===== config.mk =====
export PLATFORM = sky130hd
export DESIGN_NAME = game_of_life_engine
export DESIGN_NICKNAME = d
export VERILOG_FILES = /design/src/rtl/game_of_life_engine_pkg.sv /design/src/rtl/game_of_life_engine_row_update.sv /design/src/rtl/game_of_life_engine.sv
export SDC_FILE = /design/constraint.sdc
export NUM_CORES = 2
export LEC_CHECK = 0
export CAP_MARGIN = 20
export CORE_AREA = 8 8 190 373
export CTS_CLUSTER_DIAMETER = 100
export CTS_CLUSTER_SIZE = 30
export DETAILED_ROUTE_END_ITERATION = 8
export DIE_AREA = 0 0 198 381
export DONT_BUFFER_PORTS = 1
export PLACE_DENSITY = 0.77
export SLEW_MARGIN = 20
export SYNTH_ARGS = -nofsm -noshare
export SYNTH_HDL_FRONTEND = slang
export SYNTH_SLANG_ARGS = --single-unit
export TNS_END_PERCENT = 20

===== constraint.sdc =====
create_clock -name clk -period 14.4 [get_ports clk]
set_clock_uncertainty 0.2 [all_clocks]
set_input_delay 0 -clock clk [delete_from_list [all_inputs] [get_ports clk]]
set_output_delay 0 -clock clk [all_outputs]
set_load 0.02 [all_outputs]

===== src/rtl/game_of_life_engine_pkg.sv =====
// game_of_life_engine_pkg: shared FSM state type and default Conway rule masks
package game_of_life_engine_pkg;
   typedef enum logic [1:0] {IDLE, RUN, DONE} state_t;
   localparam logic [8:0] CONWAY_BIRTH   = 9'h008;
   localparam logic [8:0] CONWAY_SURVIVE = 9'h00C;
endpackage


===== src/rtl/game_of_life_engine_row_update.sv =====
// life_row_update: combinational next-state of one grid row from its two neighbour rows
module life_row_update
   import game_of_life_engine_pkg::*;
#(
   parameter int COLS = 16
) (
   input  logic [COLS-1:0] above,
   input  logic [COLS-1:0] cur,
   input  logic [COLS-1:0] below,
   input  logic            wrap,
   input  logic [8:0]      birth_mask,
   input  logic [8:0]      survive_mask,
   output logic [COLS-1:0] next_row
);
   logic [COLS+1:0] pa, pc, pb;
   assign pa = {wrap & above[0], above, wrap & above[COLS-1]};
   assign pc = {wrap & cur[0], cur, wrap & cur[COLS-1]};
   assign pb = {wrap & below[0], below, wrap & below[COLS-1]};
   for (genvar c = 0; c < COLS; c++) begin : g_cell
      logic [3:0] n;
      assign n = 4'(pa[c]) + 4'(pa[c+1]) + 4'(pa[c+2]) + 4'(pc[c]) + 4'(pc[c+2])
               + 4'(pb[c]) + 4'(pb[c+1]) + 4'(pb[c+2]);
      assign next_row[c] = pc[c+1] ? survive_mask[n] : birth_mask[n];
   end
endmodule


===== src/rtl/game_of_life_engine.sv =====
// game_of_life_engine: row-sequential cellular automaton engine with shadow-buffered commits
module game_of_life_engine
   import game_of_life_engine_pkg::*;
#(
   parameter int ROWS  = 16,
   parameter int COLS  = 16,
   parameter int GEN_W = 16
) (
   input  logic                 clk,
   input  logic                 reset,
   input  logic                 load,
   input  logic [ROWS*COLS-1:0] data,
   input  logic                 start,
   input  logic [GEN_W-1:0]     num_gens,
   input  logic                 wrap,
   input  logic [8:0]           birth_mask,
   input  logic [8:0]           survive_mask,
   output logic [ROWS*COLS-1:0] grid,
   output logic                 busy,
   output logic                 done,
   output logic [GEN_W-1:0]     gen_count,
   output logic                 stable,
   output logic                 extinct
);
   localparam int N  = ROWS * COLS;
   localparam int RW = $clog2(ROWS);
   state_t              state, state_d;
   logic [RW-1:0]       row, row_up, row_dn;
   logic [N-1:0]        shadow, new_grid;
   logic [GEN_W-1:0]    gens_q, gen_next;
   logic                wrap_q, last_row, new_stable, new_extinct, stop;
   logic [8:0]          birth_q, survive_q;
   logic [COLS-1:0]     above, cur, below, new_row;
   assign last_row = row == RW'(ROWS-1);
   assign row_up   = row == '0 ? RW'(ROWS-1) : row - 1'b1;
   assign row_dn   = last_row ? '0 : row + 1'b1;
   assign busy     = state == RUN;
   assign done     = state == DONE;
   // neighbour rows come only from the committed grid; edge rows read as dead without wrap
   always_comb begin
      cur         = grid[int'(row)*COLS +: COLS];
      above       = (row == '0 && !wrap_q) ? '0 : grid[int'(row_up)*COLS +: COLS];
      below       = (last_row && !wrap_q) ? '0 : grid[int'(row_dn)*COLS +: COLS];
      new_grid    = shadow;
      new_grid[(ROWS-1)*COLS +: COLS] = new_row;
      gen_next    = gen_count + 1'b1;
      new_stable  = new_grid == grid;
      new_extinct = new_grid == '0;
      stop        = gen_next == gens_q || new_stable || new_extinct;
   end
   life_row_update #(.COLS(COLS)) u_row (
      .above       (above),
      .cur         (cur),
      .below       (below),
      .wrap        (wrap_q),
      .birth_mask  (birth_q),
      .survive_mask(survive_q),
      .next_row    (new_row)
   );
   // next-state: load beats start, zero-length runs skip straight to DONE
   always_comb begin
      state_d = state;
      case (state)
         IDLE:    state_d = (!load && start) ? (num_gens == '0 ? DONE : RUN) : IDLE;
         RUN:     state_d = (last_row && stop) ? DONE : RUN;
         DONE:    state_d = IDLE;
         default: state_d = IDLE;
      endcase
   end
   // state register
   always_ff @(posedge clk or posedge reset) begin
      if (reset) state <= IDLE;
      else       state <= state_d;
   end
   // grid, shadow buffer, run parameters and status flags
   always_ff @(posedge clk or posedge reset) begin
      if (reset) begin
         grid      <= '0;
         shadow    <= '0;
         row       <= '0;
         gen_count <= '0;
         stable    <= 1'b0;
         extinct   <= 1'b0;
         gens_q    <= '0;
         wrap_q    <= 1'b0;
         birth_q   <= '0;
         survive_q <= '0;
      end else if (state == IDLE) begin
         if (load) grid <= data;
         else if (start) begin
            gens_q    <= num_gens;
            wrap_q    <= wrap;
            birth_q   <= birth_mask;
            survive_q <= survive_mask;
            row       <= '0;
            if (num_gens != '0) begin
               gen_count <= '0;
               stable    <= 1'b0;
               extinct   <= 1'b0;
            end
         end
      end else if (state == RUN) begin
         shadow[int'(row)*COLS +: COLS] <= new_row;
         row <= row_dn;
         if (last_row) begin
            grid      <= new_grid;
            gen_count <= gen_next;
            stable    <= new_stable;
            extinct   <= new_extinct;
         end
      end
   end
endmodule


==> summary.md, run 1 <==
| Metric | Value |
|---|---|
| Chip width | `slightly below 200 um` |
| Post-Syn Area | `0.0385 sq mm` |
| Simple logic cell fraction of the synthesized area | `0.177` |
| DP HPWL | `~170,000 um` |
| Clock root cell | `clkbuf_16` |
| Post-Place Setup Slack | `4.70 ns` |
| Htree depth | `1` |
| Post-CTS Hold Buffers | `597` |
| Total Routing Usage GR | `0.712` |
| Seq/Total Area, Yosys | `0.361` |
| Syn_nets | `4,480` |
| Boundary Pins | `571` |
| Synth Area in XOR/XNOR | `0.0665` |
| Run Error | `[ERROR GRT-0116] Global routing finished with congestion. Check the congestion regions in the DRC Viewer.` |
| FFs w/ async S/R, synth | `1.00` |
| Vias in the first global route | `~46,000` |
| Largest buffer count on any clock path | `3` |
| Mapped Cells | `4,070` |
| Largest net degree at the start of global routing | `262` |
| Cell taking the most area after synthesis | `dfrtp_1` |
| Synth top area share | `0.361` |
| Status | `stopped before the end` |
| Synth Area in Compound Gates | `0.116` |
| Yosys warns | `0` |
| Post-synth EDFFs | `0` |
| FF+latch count, synth | `555` |
| Fraction of the mapped netlist area in adder cells | `0.0495` |
| Mux share of post-synthesis cell area | `0.186` |
| Syn Area/Cell | `approximately 9.4 sq um` |
| Total placed cells including tap cells | `4,818` |
| Wire length of the first global-routing pass | `389,000 um` |
| Fail Step | `5_1_grt` |
| Ys flop type | `dfrtp_1` |
| Synth cell types | `88` |
| Main area contributors after synthesis | `dfrtp_1 (36%), mux4_2 (12%), nand2_1 (8.3%), xnor2_1 (4.5%), a31oi_1 (4.2%)` |
| CTS sink count | `555` |
| Postcts setup bufs | `0` |
| Initial Util | `0.581` |
| Port Buffers | `0` |
| Largest family of logic cells by synthesized area | `multiplexers` |
| Chip height | `381 um` |
| Cts bufs inserted | `23` |
| Site row count | `134` |
| Placer's final routability congestion estimate | `1.23` |
| Cts repair resizes | `0` |
| Overflow after GRT | `313` |
==> layer usage <==
metal  track usage  GRT overflow
met5         0.171             0
met4         0.645           136
met2         0.872           176
met1         0.730             0
met3         0.578             1
==> synthesized netlist by cell type, types with 22 or more instances <==
cell type	count
a211oi_1	24
o31ai_1	36
ha_1	53
and2_1	22
a31oi_1	259
xnor2_1	197
fa_1	62
a22oi_1	32
mux2i_1	64
nand3_1	56
clkbuf_1	240
nand4_1	74
nor2b_1	25
mux4_2	213
dfrtp_1	555
mux2_2	134
a21oi_1	50
nor4_1	106
a221oi_1	27
xor2_1	95
nor2_1	331
nand2_1	850
inv_1	137
o21ai_0	187
==> cell families after synthesis <==
group           Yosys count
buf+inv                 426
simple gates           1562
xor+xnor                292
flops                   555
compound gates          700
fa+ha+maj               115
mux                     420
==> per-stage QoR <==
step | utilization | area, sq um
floorplan | - | 38500
global placement | 0.599 | 39700
detailed placement | 0.599 | 39700
CTS | 0.700 | 46300
==> run 2, diff against run 1 <==
CORE_AREA = 8 8 320 322   (was 8 8 190 373)
CTS_CLUSTER_DIAMETER = not set   (was 100)
CTS_CLUSTER_SIZE = not set   (was 30)
DIE_AREA = 0 0 328 330   (was 0 0 198 381)
PLACE_DENSITY = not set   (was 0.77)
PLACE_DENSITY_LB_ADDON = 0.15   (was not set)
clock period = 18.7 ns   (was 14.4 ns; I/O delays follow)
==> run 2 against run 1 <==
  * The flow now finishes without violations
  * Synthesized cell count unchanged
  * Synthesized area unchanged
==> summary.md, run 2 <==
| Metric | Value |
|---|---|
| Commonest cells after routing, fill and taps aside | `nand2_1 (848), dlygate4sd3_1 (616), dfrtp_1 (553)` |
| Final hold vios | `0` |
| Cts bufs inserted | `slightly below 70` |
| Fmax | `roughly 100 MHz` |
| Placer's final routability congestion estimate | `1.12` |
| Clock-pin slew on the worst setup and hold paths | `0.07 ns` |
| Max-Cap Viols | `0` |
| CP Class | `reg -> reg` |
| Max-slew headroom | `0.120` |
| Measured slew at the worst slew-check pin | `~1.3 ns` |
| Mux share of post-synthesis cell area | `0.186` |
| Syn_nets | `around 4,500` |
| DRT Pass-1 Iters | `8` |
| Initial antenna violation count | `33` |
| Routed via count | `around 40,000` |
| Clock Latency Late Sink | `0.71 ns` |
| Seq/Total Area, Yosys | `0.361` |
| Htree depth | `3` |
| Fin nets | `5,034` |
| FF+latch count, synth | `around 560` |
| Main area contributors after synthesis | `dfrtp_1 (36%), mux4_2 (12%), nand2_1 (8.3%), xnor2_1 (4.5%), a31oi_1 (4.2%)` |
| Most common cell in the netlist | `nand2_1` |
| DP HPWL | `182,000 um` |
| Initial Util | `0.395` |
| Core ar. | `0.0974 sq mm` |
| Total Routing Usage GR | `0.431` |
| Fillers | `8,901` |
| Drt via density | `about 6.7` |
| CP required | `19.06 ns` |
| Die area | `0.108 sq mm` |
| Critical Path Start Type | `flop` |
| Top reg by flops | `grid` |
| Synth top area share | `0.361` |
| Layout Utilization | `0.501` |
| Largest buffer count on any clock path | `3` |
| Vias in the first global route | `38,795` |
| Clock root cell | `clkbuf_16` |
| Yosys warns | `0` |
| Chip height | `approximately 330 um` |
| Final Max Slew Viols | `0` |
| Max reg flops | `256` |
| Synth cell types | `88` |
| Worst min path class | `in -> reg` |
| Total placed cells including tap cells | `5,219` |
| Largest family of logic cells by synthesized area | `multiplexers` |
| Status | `finished, final reports clean` |
| Synth Area in XOR/XNOR | `0.0665` |
| Setup repair after global routing missed its margin | `false` |
| Synth Area in Compound Gates | `0.116` |
| Mapped Cells | `slightly above 4,000` |
| Post-synth EDFFs | `0` |
| CTS tree | `yes` |
| Post-Syn Area | `between 0.03 and 0.04 sq mm` |
| Element type at the critical path end | `flop` |
| Ys flop type | `dfrtp_1` |
| Cell taking the most area after synthesis | `dfrtp_1` |
| Iter 0 DRT Violations | `6,771` |
| Commonest non-fill, non-tap cell in the layout | `nand2_1` |
| Syn Area/Cell | `9.45 sq um` |
| Boundary Pins | `571` |
| Non-filler instance count after layout | `between 5,000 and 6,000` |
| Final worst slack | `between 8 and 9 ns` |
| Simple logic cell fraction of the synthesized area | `0.177` |
| Routed wire per std cell | `approximately 40 um` |
| Fraction of the mapped netlist area in adder cells | `0.0495` |
| Post-Place Setup Slack | `roughly 9.4 ns` |
| Fraction of layout cells with a size suffix above 1 | `0.143` |
| ANT nets after route | `0` |
| Chip width | `328 um` |
| Overflow after GRT | `0` |
| Post-Route Setup TNS | `0 ns` |
| Routed wire length | `roughly 240,000 um` |
| Max FO, Critical Path | `60` |
| Largest net degree at the start of global routing | `223` |
| FFs w/ async S/R, synth | `1.00` |
| Worst Path Arrival | `10.32 ns` |
| Crit path time final | `9.96 ns` |
| Wire length of the first global-routing pass | `325,000 um` |
| CTS sink count | `555` |
| Port Buffers | `0` |
| Post-synth top cells | `nand2_1 (850), dfrtp_1 (555), nor2_1 (331)` |
| Regs by FF count | `grid (256), shadow (240)` |
| Setup Viol. Count Final | `0` |
| Layout area overhead | `27.0%` |
| Post-route clock period utilization | `0.533` |
| Detailed-route DRC error count | `0` |
| Site row count | `115` |
==> run 2: cell counts after synthesis <==
No cell type changed its count.
==> run 2: cells by family after synthesis <==
group	after synthesis
AO/OA/AOI/OAI	700
XOR/XNOR	292
adder cells (fa/ha/maj)	115
buffers and inverters	426
flip-flops	555
multiplexers	420
AND/OR/NAND/NOR	1562
==> run 2: cell type report <==
class | count | area, sq um | share of cell area
Antenna cell | 39 | 97.6 | 0.00200
Clock buffer | 96 | 1940 | 0.0397
Clock inverter | 23 | 367 | 0.00751
Inverter | 140 | 533 | 0.0109
Multi-Input combinational cell | 3089 | 23000 | 0.472
Sequential cell | 555 | 13900 | 0.285
Tap cell | 1287 | 1610 | 0.0330
Timing Repair Buffer | 769 | 7360 | 0.151
==> run 2: per-layer routing <==
layer,up-vias,track usage,share of wire
met5,-,0.00860,0.000063
met4,2,0.345,0.10
met3,988,0.172,0.13
met2,3400,0.621,0.42
met1,20124,0.504,0.35
li1,15764,-,-
==> run 2: timing repair <==
action / CTS / global route
resized for setup: 0 / 0
endpoints found under the setup margin: 0 / 0
hold buffers: 617 / 0
endpoints found under the hold margin: 507 / 0
buffers inserted: 0 / 0
==> run 2: metrics by stage <==
step	hold slack [ns]	area, sq um
3_5_place_dp	-0.171	40200
4_1_cts	0.0101	48700
2_1_floorplan	-0.0832	38500
3_3_place_gp	-0.174	40100
6_report	0.0393	48800
5_1_grt	0.0382	48700
==> run 2: critical path: stages (launching register included) <==
cell	delay [ns]
dfrtp_4	0.87
buf_4	0.70
buf_4	0.80
mux2_2	0.44
nor2_1	0.10
a311oi_1	0.06
a21oi_1	0.33
nor2b_1	0.11
o21ai_0	0.62
inv_1	0.15
ha_1	0.32
inv_1	0.05
fa_1	0.47
inv_1	0.05
fa_1	0.46
fa_1	0.45
inv_1	0.09
fa_1	0.47
mux4_2	0.31
mux2_2	0.28
a22oi_1	0.21
mux2_2	0.59
nor2_1	0.22
a21oi_1	0.19
dlygate4sd3_1	0.56
o21ai_0	0.06
dlygate4sd3_1	0.56
==> run 2: path summary, 6_finish.rpt <==
path                             startpoint           to  slack (ns)  cells past startpoint
worst max register to register       row[0]    grid[248]        8.74                     26
min in group asynchronous             reset   shadow[19]        0.30                      4
worst min register to register  shadow[206]  shadow[206]        0.36                      2
max in group asynchronous             reset  shadow[180]       15.29                      6
worst max-delay path                 row[0]    grid[248]        8.74                     26
worst min-delay path               data[76]     grid[76]        0.04                      3
Power of run 2 is not shown: default switching activity piles up to over one toggle a cycle in this logic, so the estimate is an artifact.
